$ cat src/rtl/cnt_arb_pkg.sv
// Shared types and constants for the counter run arbiter.
package cnt_arb_pkg;

   typedef enum logic [1:0] {
      ST_IDLE  = 2'd0,
      ST_CLEAR = 2'd1,
      ST_RUN   = 2'd2,
      ST_DONE  = 2'd3
   } state_e;

   localparam int CNT_SIZE_DEFAULT = 4;

   localparam int REQ_0 = 0;
   localparam int REQ_1 = 1;

endpackage

$ cat src/rtl/rr_pick_2.sv
// Two-way round-robin selector: ptr names the requester favoured on a tie.
module rr_pick_2
   import cnt_arb_pkg::*;
(
   input  logic [1:0] req,
   input  logic       ptr,
   output logic [1:0] pick
);

   always_comb begin
      // NOTE: default assignment first so every path drives pick and no latch is inferred.
      pick = 2'b00;
      if (ptr == 1'b0) begin
         if (req[REQ_0])      pick = 2'b01;
         else if (req[REQ_1]) pick = 2'b10;
      end else begin
         if (req[REQ_1])      pick = 2'b10;
         else if (req[REQ_0]) pick = 2'b01;
      end
   end

endmodule

$ cat src/rtl/cnt_run_arbiter.sv
// Shares one external up-counter between two requesters, one run of len counts per grant.
// Define CNT_ARB_FIXED_PRI_EN for fixed priority (requester 0 wins ties) instead of round-robin.
module cnt_run_arbiter
   import cnt_arb_pkg::*;
#(
   parameter int size = CNT_SIZE_DEFAULT
) (
   input  logic            clk,
   input  logic            rst,
   input  logic [1:0]      req,
   input  logic [size-1:0] len_0,
   input  logic [size-1:0] len_1,
   input  logic            hold,
   input  logic [size-1:0] count,
   output logic [1:0]      gnt,
   output logic [1:0]      done,
   output logic            busy,
   output logic            cnt_enable,
   output logic            cnt_clear
);

   state_e          state_q, state_d;
   logic [1:0]      gnt_q, gnt_d;
   logic [1:0]      done_q, done_d;
   logic [size-1:0] len_q, len_d;
   logic [1:0]      pick;
   logic            abort;
   logic            at_len;

   // Granted requester withdrew while its run was still in progress.
   assign abort  = ((state_q == ST_CLEAR) || (state_q == ST_RUN)) && ((req & gnt_q) == 2'b00);
   assign at_len = (count == len_q);

`ifdef CNT_ARB_FIXED_PRI_EN
   assign pick = req[REQ_0] ? 2'b01 : (req[REQ_1] ? 2'b10 : 2'b00);
`else
   logic rr_q, rr_d;

   rr_pick_2 u_rr_pick (
      .req  (req),
      .ptr  (rr_q),
      .pick (pick)
   );

   always_comb begin
      rr_d = rr_q;
      if ((state_q == ST_DONE) || abort) rr_d = gnt_q[REQ_0];
   end

   always_ff @(posedge clk) begin
      if (rst) rr_q <= 1'b0;
      else     rr_q <= rr_d;
   end
`endif

   always_comb begin
      state_d = state_q;
      gnt_d   = gnt_q;
      done_d  = 2'b00;
      len_d   = len_q;
      case (state_q)
         ST_IDLE: begin
            if (pick != 2'b00) begin
               gnt_d   = pick;
               len_d   = pick[REQ_1] ? len_1 : len_0;
               state_d = ST_CLEAR;
            end
         end
         ST_CLEAR: begin
            if (abort) begin
               gnt_d   = 2'b00;
               state_d = ST_IDLE;
            end else begin
               state_d = ST_RUN;
            end
         end
         ST_RUN: begin
            if (abort) begin
               gnt_d   = 2'b00;
               state_d = ST_IDLE;
            end else if (at_len) begin
               done_d  = gnt_q;
               state_d = ST_DONE;
            end
         end
         ST_DONE: begin
            gnt_d   = 2'b00;
            state_d = ST_IDLE;
         end
         default: begin
            gnt_d   = 2'b00;
            state_d = ST_IDLE;
         end
      endcase
   end

   always_ff @(posedge clk) begin
      // NOTE: non-blocking assignments so every flop samples pre-edge values.
      if (rst) begin
         state_q <= ST_IDLE;
         gnt_q   <= 2'b00;
         done_q  <= 2'b00;
         len_q   <= '0;
      end else begin
         state_q <= state_d;
         gnt_q   <= gnt_d;
         done_q  <= done_d;
         len_q   <= len_d;
      end
   end

   assign gnt        = gnt_q;
   assign done       = done_q;
   assign busy       = (state_q != ST_IDLE);
   assign cnt_clear  = (state_q == ST_CLEAR);
   assign cnt_enable = (state_q == ST_RUN) && !hold && !at_len && !abort;

endmodule

$ cat config.mk
export PLATFORM = sky130hd
export DESIGN_NAME = cnt_run_arbiter
export DESIGN_NICKNAME = d
export VERILOG_FILES = /design/src/rtl/cnt_arb_pkg.sv /design/src/rtl/rr_pick_2.sv /design/src/rtl/cnt_run_arbiter.sv
export SDC_FILE = /design/constraint.sdc
export NUM_CORES = 1
export LEC_CHECK = 0
export BUFFER_PORTS_ARGS = -buffer_cell sky130_fd_sc_hd__buf_2
export CORE_MARGIN = 2
export CORE_UTILIZATION = 30
export DETAILED_ROUTE_END_ITERATION = 8
export GPL_ROUTABILITY_DRIVEN = 0
export MAX_ROUTING_LAYER = met4
export PLACE_DENSITY_LB_ADDON = 0.12
export SYNTH_ARGS = -nofsm -noshare
export SYNTH_HDL_FRONTEND = slang
export SYNTH_HIERARCHICAL = 1
export SYNTH_SLANG_ARGS = --single-unit
$ cat constraint.sdc
create_clock -name clk -period 1.35 [get_ports clk]
set_input_delay 0.0675 -clock clk [delete_from_list [all_inputs] [get_ports clk]]
set_output_delay 0.0675 -clock clk [all_outputs]
set_load 0.01 [all_outputs]
==> impl_metrics.py, run 1 <==
metrics = {
    "worst_setup_path": {
        "critPathKind": "flop to primary output",
        "crit_path_top_delay_cell": "dfxtp_1",
        "crit_family": "flip-flops",
        "cp-end-kind": "primary output",
        "max_stage_delay_ps": 420,
        "cp_max_fo": 5,
        "worstPathArrival_ps": 1360,
        "crit_buf_inv": 1,
        "startpoint_type": "flop",
        "worstPathCellList": "a22o_1 -> o21ai_4 -> nor3b_2 -> buf_2",
        "critPathRequiredTime_ps": 1280,
        "worstReg2RegStart": "gnt[0]$_SDFFE_PP0P_",
        "crit_path_start": "gnt[1]$_SDFFE_PP0P_",
    },
    "synthesis": {
        "async_flop_share": 0,
        "ys_seq_area_frac": 0.344,
        "synth-main-ff-cell": "dfxtp_1",
        "ys_seq_elements": 11,
        "synthCells": 68,
        "syn-num-nets": 90,
        "synth_area_per_cell_sq_um": 9.42,
        "ys_types": 26,
        "netlist_area_sq_um": 641,
        "synth_edf_count": 0,
        "yosysWarnings": 6,
    },
    "sta": {
        "fmax_ghz": 0.701,
        "relSlewSlack": 0.776,
        "worst_slew_pin_slew_ps": 336,
        "finalSetupViolations": 5,
        "min_period_ps": 1430,
        "slew_violations": 0,
        "rsz0062_at_grt": "true",
        "period_share": 1.06,
        "skew_ps": 3.45,
        "fin_tns_setup_ps": -221,
        "hold_viol_final": 0,
        "fin_ws_ps": -75.8,
    },
    "power": {
        "total_leakage_power_uw": 0.000463,
        "power_uw": 1170,
        "power_density_mw_per_mm2": 1120,
        "max-vdd-ir-drop_mv": 0.519,
    },
    "final_layout": {
        "final_common_cell": "buf_2",
        "syn2layout_area_growth_pct": 62.3,
        "n_antenna_cell": 0,
        "fillers": 193,
        "regArea_sq_um": 224,
        "drive_gt1_frac": 0.616,
        "multi_input_area_sq_um": 465,
        "fin_nets": 135,
        "final_cell_mix": "buf_2 (23), buf_4 (16), dfxtp_1 (8)",
    },
    "grt": {
        "grt_pass1_vias": 642,
        "grt.total_usage": 0.149,
        "grt_max_degree": 12,
        "grt-ovfl-total": 0,
        "grt_pass1_wl_microns": 2750,
        "grt_antenna_before_repair": 0,
    },
    "floorplanning": {
        "rows": 16,
        "die_w_microns": 50.2,
        "pin_count": 24,
        "core_area_sq_mm": 0.00198,
        "die-area_sq_mm": 0.00252,
        "die_h_microns": 50.2,
        "initial_core_util": 0.323,
    },
    "hold_path": {
        "hp-start": "rst",
        "hp-class": "input pin to flop",
    },
    "clocking": {
        "cts_hold_buf": 0,
        "cts_root_buf": "clkbuf_4",
        "h-tree-depth": 1,
        "clockBufferDepth": 2,
        "clkTransAtPathRegs_ps": 80,
        "cts_tree": "done",
        "insertion_delay_ps": 280,
        "cts.sinks": 11,
        "numCtsBuffers": 3,
    },
    "run_status": {
        "status": "finished, violations left",
        "violations": "setup timing",
    },
    "placement": {
        "hpwlAfterDp_microns": 1140,
        "port_buffers": 23,
    },
    "detailed_routing": {
        "drc_errors": 0,
        "drtAntennaViolNets": 0,
        "via_per_inst": 4.72,
        "drt_pass1_iterations": 4,
        "drt-initial-drc-count": 9,
        "vias": 656,
        "drt_wl_total_microns": 1690,
        "routedWlPerCell_microns": 12.2,
    },
    "job": {
        "drv_cap": 0,
    },
}
-- final cells by class --
type | count | area share
flip-flops and latches | 11 | 0.215
well taps | 27 | 0.0325
inverters | 5 | 0.0205
repair buffers | 42 | 0.259
multi-input cells | 50 | 0.448
clock buffers | 4 | 0.0253
-- metal layers --
layer / wire length [microns] / share of wire / up-vias / global-route usage
li1: - / - / 331 / -
met1: 793 / 0.47 / 292 / 0.192
met2: 763 / 0.45 / 26 / 0.217
met3: 90 / 0.053 / 7 / 0.0298
met4: 44 / 0.026 / 0 / 0.0833
met5: 0 / 0 / - / -
-- state kept, by name, summed over array words and instances (netlist names) --
register	count
done	2
gnt	2
len_q	4
rr_q	1
state_q	2
-- report_power, final --
group          internal, uW  switching (uW)  total [uW]
Sequential              364            31.6         395
Clock                   115             125         240
Combinational           291             239         530
-- cell families (layout without fill, tap and decap cells) --
group                    Yosys count  in the layout  share of synthesized area
multiplexers                       6              6                     0.0938
buffers and inverters              7             51                     0.0430
flip-flops                        11             11                      0.344
adder cells (fa/ha/maj)            5              5                     0.0977
XOR/XNOR                           4              4                     0.0547
AND/OR/NAND/NOR                   18             18                      0.141
AO/OA/AOI/OAI                     17             17                      0.227
-- synthesized netlist by cell type, types with 2 or more instances --
master    count  area (sq um)
a211oi_1      4          30.0
a21oi_1       2          10.0
a22o_1        2          17.5
a32oi_1       2          17.5
and2_1        2          12.5
dfxtp_1      11           220
ha_1          5          62.6
inv_1         5          18.8
mux2i_1       6          60.1
nand2_1       2          7.51
nor2_1        9          33.8
xnor2_1       4          35.0
-- timing repair --
action / in CTS / in global routing
setup buffers: 6 / 2
pin swaps: 6 / 5
gates cloned: 0 / 0
endpoints found under the setup margin: 6 / 13
resized for setup: 13 / 13
-- worst reg2reg max path, delay by kind of cell (launching register included) --
kind            cells  cell delay [ps]
buf+inv             1              170
simple gates        1               70
compound gates      3              720
flops               1              350
-- through the flow --
stage          utilization  cell area (sq um)  instances  setup slack (ps)  hold slack [ps]
2_1_floorplan            -                653         68              15.2              168
3_3_place_gp         0.446                883        128             -15.1              386
3_5_place_dp         0.446                883        128             -16.3              383
4_1_cts              0.494                978        137             -58.1              101
5_1_grt              0.525               1040        139              -141              133
6_report             0.525               1040        139             -75.8              118
-- final timing paths --
path         cells past startpoint               endpoint  slack [ps]
min reg2reg                      2  len_q[2]$_SDFFE_PP0P_         510
max                              4             cnt_enable         -80
max reg2reg                      5    gnt[1]$_SDFFE_PP0P_         -60
min                              2      rr_q$_SDFFE_PP0P_         120
Power figures use the tool's default switching activity.
==> run 2: changes to the inputs <==
--- a/config.mk
+++ b/config.mk
@@ -6,6 +6,7 @@
 export NUM_CORES = 1
 export LEC_CHECK = 0
 export BUFFER_PORTS_ARGS = -buffer_cell sky130_fd_sc_hd__buf_2
+export CORE_ASPECT_RATIO = 0.75
 export CORE_MARGIN = 2
 export CORE_UTILIZATION = 30
 export DETAILED_ROUTE_END_ITERATION = 8
==> impl_metrics.py, run 2 (same netlist as run 1, synthesis figures left out) <==
metrics = {
    "run_status": {
        "violations": "setup timing",
        "status": "finished, violations left",
    },
    "power": {
        "power_density_mw_per_mm2": 1100,
        "max-vdd-ir-drop_mv": 0.634,
        "total_leakage_power_uw": 0.000464,
    },
    "worst_setup_path": {
        "cp_max_fo": 2,
        "worstPathArrival_ps": 1370,
        "startpoint_type": "flop",
        "critPathRequiredTime_ps": 1280,
        "worstReg2RegStart": "len_q[0]$_SDFFE_PP0P_",
        "crit_path_top_delay_cell": "dfxtp_2",
        "cp-end-kind": "primary output",
        "worstPathCellList": "xnor2_1 -> nand4_1 -> buf_4 -> nor3b_2 -> buf_2",
        "crit_path_start": "len_q[0]$_SDFFE_PP0P_",
        "critPathKind": "flop to primary output",
        "max_stage_delay_ps": 340,
    },
    "final_layout": {
        "drive_gt1_frac": 0.640,
        "final_util": 0.516,
        "n_antenna_cell": 0,
        "syn2layout_area_growth_pct": 62.3,
        "fin_cells": 135,
        "fin_nets": 134,
        "largest_reg_flops": 4,
        "fillers": 185,
        "final_cell_mix": "buf_2 (23), buf_4 (16), nor2_1 (7), dfxtp_2 (7), mux2i_1 (6)",
        "final_common_cell": "buf_2",
        "top_register": "len_q",
    },
    "job": {
        "drv_cap": 0,
    },
    "detailed_routing": {
        "drc_errors": 0,
        "routedWlPerCell_microns": 12.9,
        "drt_pass1_iterations": 4,
        "drtAntennaViolNets": 0,
        "vias": 642,
        "drt_wl_total_microns": 1740,
        "drt-initial-drc-count": 15,
        "via_per_inst": 4.76,
    },
    "floorplanning": {
        "pin_count": 24,
        "die-area_sq_mm": 0.00252,
        "die_h_microns": 44.0,
        "die_w_microns": 57.4,
        "initial_core_util": 0.318,
        "rows": 14,
        "core_area_sq_mm": 0.00201,
    },
    "clocking": {
        "insertion_delay_ps": 280,
        "h-tree-depth": 1,
        "cts_root_buf": "clkbuf_4",
        "clkTransAtPathRegs_ps": 70,
        "clockBufferDepth": 2,
        "cts_tree": "done",
        "numCtsBuffers": 3,
        "cts.sinks": 11,
    },
    "sta": {
        "slew_violations": 0,
        "fin_ws_ps": -88.6,
        "fmax_ghz": 0.695,
        "min_period_ps": 1440,
        "rsz0062_at_grt": "true",
        "period_share": 1.07,
        "relSlewSlack": 0.824,
        "finalSetupViolations": 3,
        "hold_viol_final": 0,
        "skew_ps": 1.33,
        "worst_slew_pin_slew_ps": 263,
    },
    "grt": {
        "grt.busiest_layer": "met1",
        "grt_antenna_before_repair": 0,
        "grt_pass1_vias": 577,
        "met1_usage": 0.222,
        "grtUsageMet2": 0.189,
        "grt_max_degree": 12,
        "grt_pass1_wl_microns": 2730,
        "grt.total_usage": 0.153,
        "grt_use_met3": 0.0556,
        "grt-ovfl-total": 0,
    },
    "hold_path": {
        "hp-start": "len_0[3]",
        "hp-class": "input pin to flop",
    },
    "placement": {
        "place_inst": 123,
        "port_buffers": 23,
        "hpwlAfterDp_microns": 1210,
    },
}
-- run 2: repair_timing --
| action | in CTS | in global routing |
|---|---|---|
| pin swaps | 7 | 6 |
| endpoints found under the setup margin | 6 | 12 |
| gates resized for setup | 12 | 15 |
| hold buffers | 0 | 0 |
| setup buffers | 4 | 4 |
-- run 2: worst paths after layout --
| check | endpoint | slack (ps) | depth (start not counted) |
|---|---|---|---|
| max | cnt_enable | -90 | 5 |
| min | len_q[3]$_SDFFE_PP0P_ | 110 | 3 |
| max reg2reg | state_q[0]$_SDFFE_PP0P_ | -40 | 5 |
| min reg2reg | len_q[1]$_SDFFE_PP0P_ | 510 | 2 |
-- run 2: per-stage QoR --
stage / hold slack (ps) / setup TNS (ps) / setup WS (ps) / power (uW) / area [sq um]
6_report: 114 / -142 / -88.6 / 1140 / 1040
5_1_grt: 135 / -466 / -134 / 1210 / 1040
4_1_cts: 96.7 / -84.8 / -78.3 / 1050 / 937
3_5_place_dp: 377 / -32.4 / -27.0 / 770 / 865
3_3_place_gp: 377 / 0 / 21.0 / 770 / 865
2_1_floorplan: 168 / 0 / 15.2 / 627 / 653
-- run 2: power breakdown --
group	internal (uW)	switching, uW	total (uW)	leakage (uW)
combinational	273	227	500	0.000357
sequential	368	34.8	403	0.0000926
clock	115	122	237	0.0000150
-- run 2: area by class of cell --
| class | instances | area, sq um | area share |
|---|---|---|---|
| Clock buffer | 4 | 26.3 | 0.0253 |
| Multi-Input combinational cell | 50 | 464 | 0.446 |
| Inverter | 5 | 23.8 | 0.0229 |
| Timing Repair Buffer | 41 | 267 | 0.256 |
| Tap cell | 24 | 30.0 | 0.0289 |
| Sequential cell | 11 | 229 | 0.220 |
-- run 2: worst max-delay path, delay by kind of cell (launching register included) --
family / cells / cell delay [ps]
xor gates and xnor gates: 1 / 180
buffers and inverters: 2 / 300
DFF: 1 / 340
and+or+nand+nor: 2 / 280
-- run 2: routing by layer --
| layer | wire (microns) | up-vias |
|---|---|---|
| li1 | - | 332 |
| met1 | 883 | 288 |
| met2 | 720 | 20 |
| met3 | 121 | 2 |
| met4 | 13 | 0 |
| met5 | 0 | - |
==> run 3: changes to the inputs <==
--- a/config.mk
+++ b/config.mk
@@ -7,7 +7,7 @@
 export LEC_CHECK = 0
 export BUFFER_PORTS_ARGS = -buffer_cell sky130_fd_sc_hd__buf_2
 export CORE_ASPECT_RATIO = 0.75
-export CORE_MARGIN = 2
+export CORE_MARGIN = 4
 export CORE_UTILIZATION = 30
 export DETAILED_ROUTE_END_ITERATION = 8
 export GPL_ROUTABILITY_DRIVEN = 0
==> impl_metrics.py, run 3 (same netlist as run 1, synthesis figures left out) <==
metrics = {
    "run_status": {
        "status": "finished, violations left",
        "violations": "setup timing",
    },
    "clocking": {
        "cts_root_buf": "clkbuf_4",
        "numCtsBuffers": 3,
        "clkTransAtPathRegs_ps": 70,
        "cts.sinks": 11,
        "cts_tree": "done",
        "clockBufferDepth": 2,
        "h-tree-depth": 1,
        "insertion_delay_ps": 270,
    },
    "sta": {
        "rsz0062_at_grt": "true",
        "relSlewSlack": 0.830,
        "fmax_ghz": 0.718,
        "fin_tns_setup_ps": -55.0,
        "hold_viol_final": 0,
        "skew_ps": 2.29,
        "fin_ws_ps": -43.0,
        "min_period_ps": 1390,
        "slew_violations": 0,
        "period_share": 1.03,
        "worst_slew_pin_slew_ps": 255,
        "finalSetupViolations": 3,
    },
    "worst_setup_path": {
        "worstPathArrival_ps": 1330,
        "cp_max_fo": 2,
        "crit_path_start": "len_q[0]$_SDFFE_PP0P_",
        "cp-end-kind": "primary output",
        "startpoint_type": "flop",
        "r2r_slack_ps": -10,
        "worstReg2RegStart": "state_q[0]$_SDFFE_PP0P_",
        "critPathRequiredTime_ps": 1280,
        "critPathKind": "flop to primary output",
    },
    "power": {
        "total_leakage_power_uw": 0.000444,
        "switchingPower_uw": 353,
        "power_density_mw_per_mm2": 1090,
        "clockPowerShare": 0.213,
        "p_seq_frac": 0.377,
        "max-vdd-ir-drop_mv": 0.602,
        "combPwrFrac": 0.410,
        "p_int_uw": 715,
        "swShare": 0.331,
    },
    "detailed_routing": {
        "drt-initial-drc-count": 15,
        "drc_errors": 0,
        "drt_pass1_iterations": 4,
        "drt_wl_total_microns": 1630,
        "drtAntennaViolNets": 0,
        "vias": 612,
        "via_per_inst": 4.67,
        "routedWlPerCell_microns": 12.4,
    },
    "placement": {
        "place_inst": 123,
        "hpwlAfterDp_microns": 1290,
        "port_buffers": 23,
    },
    "final_layout": {
        "n_antenna_cell": 0,
        "regArea_sq_um": 229,
        "drive_gt1_frac": 0.607,
        "final_cell_mix": "buf_2 (23), buf_4 (13), nor2_1 (8)",
        "fillers": 193,
        "multi_input_area_sq_um": 452,
        "fin_nets": 130,
        "syn2layout_area_growth_pct": 53.7,
        "fin_cells": 131,
        "largest_reg_flops": 4,
        "final_common_cell": "buf_2",
        "top_register": "len_q",
    },
    "floorplanning": {
        "initial_core_util": 0.318,
        "pin_count": 24,
        "die_w_microns": 61.4,
        "core_area_sq_mm": 0.00201,
        "rows": 14,
        "die-area_sq_mm": 0.00295,
        "die_h_microns": 48.0,
    },
    "grt": {
        "grt_max_degree": 12,
        "grt_antenna_before_repair": 0,
        "grt_pass1_wl_microns": 2660,
        "grt-ovfl-total": 0,
        "grt_pass1_vias": 584,
        "grt.total_usage": 0.131,
    },
    "hold_path": {
        "hp-start": "len_0[2]",
        "hp-class": "input pin to flop",
    },
    "job": {
        "drv_cap": 0,
    },
}
run 3: final timing paths:
| path | depth (start not counted) | endpoint |
|---|---|---|
| worst min-delay path | 3 | len_q[2]$_SDFFE_PP0P_ |
| worst max-delay path | 5 | cnt_enable |
| worst max register to register | 6 | gnt[1]$_SDFFE_PP0P_ |
| worst min register to register | 2 | len_q[1]$_SDFFE_PP0P_ |
run 3: metal layers:
layer / part of all wire / GRT usage
met3: 0.077 / 0.0512
met4: 0 / 0.0254
met2: 0.42 / 0.186
met5: 0 / -
met1: 0.50 / 0.177
run 3: what timing repair did:
action | 4_1_cts | 5_1_grt
pin swaps | 8 | 7
setup endpoints to repair | 2 | 11
resized for setup | 10 | 13
setup buffers | 3 | 1
hold buffers | 0 | 0
run 3: power by group through the flow:
stage | clock network, uW | registers [uW] | logic, uW
final | 228 | 403 | 438
after global routing | 251 | 409 | 487
after CTS | 236 | 397 | 395
after detailed placement | 0 | 396 | 378
after global placement | 0 | 395 | 375
after floorplan | 0 | 396 | 231
run 3: critical path, stage by stage, from the launching register on:
cell and delay, ps:
dfxtp_2 340, xnor2_2 150, nand4_1 140, buf_4 160
nor3b_2 140, buf_2 130
run 3: stage by stage:
stage	hold WS (ps)	area [sq um]	total power, uW	utilization	worst slack (ps)
after floorplan	168	653	627	-	15.2
after global placement	378	865	770	0.429	14.0
after detailed placement	377	865	774	0.429	-34.1
after CTS	113	928	1030	0.461	-65.4
after global routing	135	985	1150	0.489	-146
final	123	985	1070	0.489	-43.0
run 3: area by class of cell:
type / instances / area share
repair buffers: 37 / 0.227
well taps: 24 / 0.0305
clock buffers: 4 / 0.0267
multi-input cells: 50 / 0.459
inverters: 5 / 0.0241
flip-flops and latches: 11 / 0.233
